===== src/rtl/cdc_pkg.sv =====
// Shared definitions for the toggle-handshake CDC receiver and its helpers.
// Latency: n/a (types and constants only).
// Backpressure: n/a.
package cdc_pkg;

  // Settle counter width; supports settle windows of 0..15 cycles.
  localparam int SETTLE_W = 4;

  // Receiver handshake states.
  typedef enum logic [1:0] {
    HS_IDLE   = 2'd0,
    HS_SETTLE = 2'd1,
    HS_VALID  = 2'd2
  } hs_state_e;

endpackage


===== src/rtl/cdc_tgl_edge.sv =====
// Toggle edge detector: registers a synchronized toggle and flags any change.
// Latency: combinational edge_out in the cycle the toggle differs from its registered copy.
// Backpressure: none; every change is reported exactly once.
module cdc_tgl_edge (
  input  logic clk,
  input  logic rst_n,
  input  logic tgl_in,
  output logic edge_out
);

  logic tgl_q;
  logic tgl_d;

  // Registered copy simply follows the input every cycle.
  always_comb begin
    tgl_d = tgl_in;
  end

  // Previous-value register; restarts at 0 with the shared reset.
  always_ff @(posedge clk or negedge rst_n) begin
    if (!rst_n) begin
      tgl_q <= 1'b0;
    end else begin
      tgl_q <= tgl_d;
    end
  end

  assign edge_out = tgl_in ^ tgl_q;

endmodule


===== src/rtl/cdc_hs_rx.sv =====
// Destination-side toggle-handshake receiver: detect toggle, settle, capture, present valid/ready.
// Latency: data_valid from SETTLE_CYCLES+1 cycles after the toggle edge is seen.
// Backpressure: word held until data_valid & data_ready, then ack_tgl flips once.
module cdc_hs_rx
  import cdc_pkg::*;
#(
  parameter int DATA_W        = 32,
  parameter int SETTLE_CYCLES = 1
) (
  input  logic              clk,
  input  logic              rst_n,
  input  logic              req_tgl,
  input  logic [DATA_W-1:0] data_in,
  output logic [DATA_W-1:0] data_out,
  output logic              data_valid,
  input  logic              data_ready,
  output logic              ack_tgl,
  output logic              err,
  input  logic              err_clr
);

  // With no settle window the capture happens in the edge cycle itself.
  localparam bit                  NO_SETTLE = (SETTLE_CYCLES == 0);
  localparam logic [SETTLE_W-1:0] CNT_LOAD  = NO_SETTLE ? '0 : SETTLE_W'(SETTLE_CYCLES - 1);
  localparam logic [SETTLE_W-1:0] CNT_ONE   = SETTLE_W'(1);

  hs_state_e           state_q, state_d;
  logic [SETTLE_W-1:0] cnt_q, cnt_d;
  logic [DATA_W-1:0]   data_q, data_d;
  logic                ack_q, ack_d;
  logic                err_q, err_d;
  logic                req_edge;
  logic                capture;
  logic                accept;
  logic                violation;

  cdc_tgl_edge u_req_edge (
    .clk      (clk),
    .rst_n    (rst_n),
    .tgl_in   (req_tgl),
    .edge_out (req_edge)
  );

  // State, counter, captured word, ack toggle and sticky error registers.
  always_ff @(posedge clk or negedge rst_n) begin
    if (!rst_n) begin
      state_q <= HS_IDLE;
      cnt_q   <= '0;
      data_q  <= '0;
      ack_q   <= 1'b0;
      err_q   <= 1'b0;
    end else begin
      state_q <= state_d;
      cnt_q   <= cnt_d;
      data_q  <= data_d;
      ack_q   <= ack_d;
      err_q   <= err_d;
    end
  end

  // Next-state: edge starts a transfer, settle counts down, acceptance returns to idle.
  always_comb begin
    state_d = state_q;
    cnt_d   = cnt_q;
    capture = 1'b0;
    accept  = 1'b0;
    case (state_q)
      HS_IDLE: begin
        if (req_edge) begin
          if (NO_SETTLE) begin
            capture = 1'b1;
            state_d = HS_VALID;
          end else begin
            cnt_d   = CNT_LOAD;
            state_d = HS_SETTLE;
          end
        end
      end
      HS_SETTLE: begin
        if (cnt_q == '0) begin
          capture = 1'b1;
          state_d = HS_VALID;
        end else begin
          cnt_d = cnt_q - CNT_ONE;
        end
      end
      HS_VALID: begin
        if (data_ready) begin
          accept  = 1'b1;
          state_d = HS_IDLE;
        end
      end
      default: begin
        state_d = HS_IDLE;
      end
    endcase
  end

  // Datapath: capture once per transfer; an edge outside IDLE is dropped but flagged, set beats clear.
  always_comb begin
    data_d    = capture ? data_in : data_q;
    ack_d     = ack_q ^ accept;
    violation = req_edge && (state_q != HS_IDLE);
    err_d     = violation | (err_q & ~err_clr);
  end

  // Outputs come straight from state and registers.
  always_comb begin
    data_valid = (state_q == HS_VALID);
    data_out   = data_q;
    ack_tgl    = ack_q;
    err        = err_q;
  end

endmodule


===== config.mk =====
export PLATFORM = sky130hd
export DESIGN_NAME = cdc_hs_rx
export DESIGN_NICKNAME = d
export VERILOG_FILES = /design/src/rtl/cdc_pkg.sv /design/src/rtl/cdc_tgl_edge.sv /design/src/rtl/cdc_hs_rx.sv
export SDC_FILE = /design/constraint.sdc
export NUM_CORES = 1
export LEC_CHECK = 0
export CAP_MARGIN = 20
export CORE_AREA = 2 2 60 84
export DETAILED_ROUTE_END_ITERATION = 8
export DIE_AREA = 0 0 62 86
export GPL_TIMING_DRIVEN = 0
export PLACE_DENSITY = 0.77
export SLEW_MARGIN = 20
export SYNTH_ARGS = -nofsm -noshare
export SYNTH_HDL_FRONTEND = slang
export SYNTH_SLANG_ARGS = --single-unit

===== constraint.sdc =====
create_clock -name clk -period 1.55 [get_ports clk]
set_input_delay 0.31 -clock clk [delete_from_list [all_inputs] [get_ports clk]]
set_output_delay 0.31 -clock clk [all_outputs]
set_load 0.01 [all_outputs]

==> results_dict.tcl <==
set metrics [dict create \
    rows 29 \
    slew-limit-headroom 0.762 \
    globalplace.congestion 0.679 \
    htree_levels 2 \
    io_pins 72 \
    first_iter_violations 26 \
    fin_cells 259 \
    core_area_um2 4540 \
    vdd_drop_max_mv 0.961 \
    vias_per_cell 4.49 \
    r2r_cells 6 \
    critical_path_class "reg -> reg" \
    fin_ws_ns 0.0488 \
    rsz0062_at_grt "yes" \
    synth_area_leaders "dfrtp_1, mux2_2, buf_6, xnor2_1, ha_1" \
    yosys_register_bits 41 \
    synth_area_um2 1640 \
    drt_pass1_iterations 2 \
    grt_max_degree 29 \
    dieWidth_um 62 \
    cts_inserted_buffers 5 \
    clock_skew_ns 0.00229 \
    initial_utilization 0.362 \
    hold_class "in -> async" \
    required_ns 1.72 \
    io_buffers 71 \
    start_kind "flip-flop" \
    reg2reg_from "cnt_q[0]" \
    ant_nets 0 \
    hold_viol 0 \
    p_comb_frac 0.519 \
    dp_cells 241 \
    power_w 0.00539 \
    dp_hpwl_mm 2.79 \
    p_switching_w 0.00166 \
    grt_pass1_vias 1275 \
    setup_viol 0 \
    clk_latency_ns 0.29 \
    die_h_um 86 \
    yosys.area.top_type_share 0.625 \
    place_ws_ns -0.116 \
    diodes 0 \
    grt_pass1_wl_mm 5.70 \
    cts.path.max_buffers 2 \
    ys_seq_area_frac 0.625 \
    swShare 0.308 \
    grt_overflow 0 \
    powerDensity_nw_per_um2 2020 \
    clkPwrFrac 0.129 \
    antenna_found_initial 0 \
    fmax_ghz 0.666 \
    synth_area_per_cell_um2 15.3 \
    drv_slew 0 \
    seqPwrFrac 0.352 \
    clk_pin_slew_ns 0.07 \
    end_kind "flip-flop" \
    period_share 0.968 \
    synth_top_cell_by_area "dfrtp_1" \
    fin_util 0.587 \
    cts_tree "done" \
    wire_per_inst_um 14.2 \
    tns_ns 0 \
    netlist_instances 107 \
    maxCapViolations 0 \
    startpoint "cnt_q[0]" \
    dieArea_um2 5330 \
    cts.sinks 41 \
    cts_root_buf "clkbuf_8" \
    fin_crit_ns 1.50 \
    drive_gt1_frac 0.320 \
    timing.rr.end "data_out[0]" \
    cp_max_fo 6 \
    yosys_warnings 0 \
    max_slew.worst_pin.slew_ns 0.354 \
    via_count 1162 \
    grt_use_total 0.147 \
    r2r_slack_ns 0.05 \
    nNetsFinal 236 \
    syn-num-nets 146 \
    arrival_ns 1.68 \
    internal_power_w 0.00373 \
    drt_wl_total_mm 3.68 \
    syn2layout_area_growth_pct 62.2 \
    p_leak_nw 1.16 \
    synth_cell_types 24 \
    route.detailed.drc 0 \
    status "finished clean" \
]
[flip-flops by register name (all words and copies together) (netlist names)]
signal,cells
state_q,2
cnt_q,4
u_req_edge.tgl_q,1
ack_tgl,1
data_out,32
err,1
[layer usage]
layer  wire length [µm]  global-route usage
met5                  0                   0
met2               2180               0.269
met4                 59              0.0658
met3                192              0.0422
met1               1250               0.143
[cells in the final DEF, fill, tap and decap left out, types with 2 or more instances in the layout]
cell type | netlist | routed
clkdlybuf4s50_1 | 0 | 66
xnor2_1 | 3 | 3
inv_1 | 5 | 3
nand2b_1 | 2 | 2
mux2_2 | 32 | 32
dfrtp_1 | 41 | 41
buf_6 | 3 | 3
dlymetal6s2s_1 | 0 | 3
clkbuf_8 | 0 | 6
inv_2 | 0 | 2
o22ai_1 | 2 | 2
nand2_1 | 2 | 2
buf_4 | 0 | 10
[worst max path at each step]
stage | to | slack (ns) | cells after the start
floorplan | data_out[10] | 0.08 | 6
global placement | data_out[14] | -0.76 | 1
detailed placement | data_out[11] | -0.12 | 6
CTS | data_valid | 0.01 | 3
global route | data_out[3] | -0.03 | 6
finish | data_out[0] | 0.05 | 6
[power by group through the flow]
| stage | sequential [W] | clock, W | combinational [W] |
|---|---|---|---|
| 6_report | 0.00190 | 0.000694 | 0.00280 |
| 3_5_place_dp | 0.00191 | 0 | 0.00257 |
| 3_3_place_gp | 0.00188 | 0 | 0.00246 |
| 4_1_cts | 0.00191 | 0.000723 | 0.00274 |
| 2_1_floorplan | 0.00211 | 0 | 0.00108 |
| 5_1_grt | 0.00196 | 0.000792 | 0.00299 |
[critical path, cell delays in order, from the launching register on]
cell and delay, ns:
dfrtp_1 0.39, inv_2 0.08, ha_4 0.13, nor3b_4 0.23, nand2_4 0.11, buf_4 0.18
mux2_2 0.26
[kinds of logic after synthesis]
group	synth area share
AND/OR/NAND/NOR	0.0572
XOR/XNOR	0.0160
AO/OA/AOI/OAI	0.0343
multiplexers	0.220
adder cells (fa/ha/maj)	0.0153
flip-flops	0.625
buffers and inverters	0.0320
[timing repair]
action,CTS,global route
buffers inserted,4,4
hold endpoints to repair,13,0
pin swaps,1,0
gates resized for setup,8,7
cloned,1,1
hold buffers,1,0
endpoints found under the setup margin,32,36
[layout make-up]
type	count	area, µm²
plain buffers	3	33.8
clock buffers	6	82.6
clock inverters	1	7.51
fillers	379	1870
inverters	5	18.8
multi-input cells	58	597
flip-flops and latches	41	1030
well taps	62	77.6
repair buffers	83	818
[Yosys cell counts (all sizes together)]
cell     number
inv           5
nand2b        2
and2b         1
nor3          1
nor3b         2
or3b          1
buf           3
nand3         1
o22ai         2
ha            2
o21ai         2
nor2          1
a211o         1
o2bb2ai       1
mux2         32
nor4b         1
or2           1
dfrtp        41
xnor2         3
a2bb2oi       1
nand2         3
[metrics by stage]
stage	hold slack, ns	area, µm²
floorplan	0.0144	1640
global placement	0.462	2430
detailed placement	0.236	2440
CTS	0.477	2610
global route	0.477	2660
finish	0.474	2660
No activity file was read; power rests on OpenSTA's default activity.
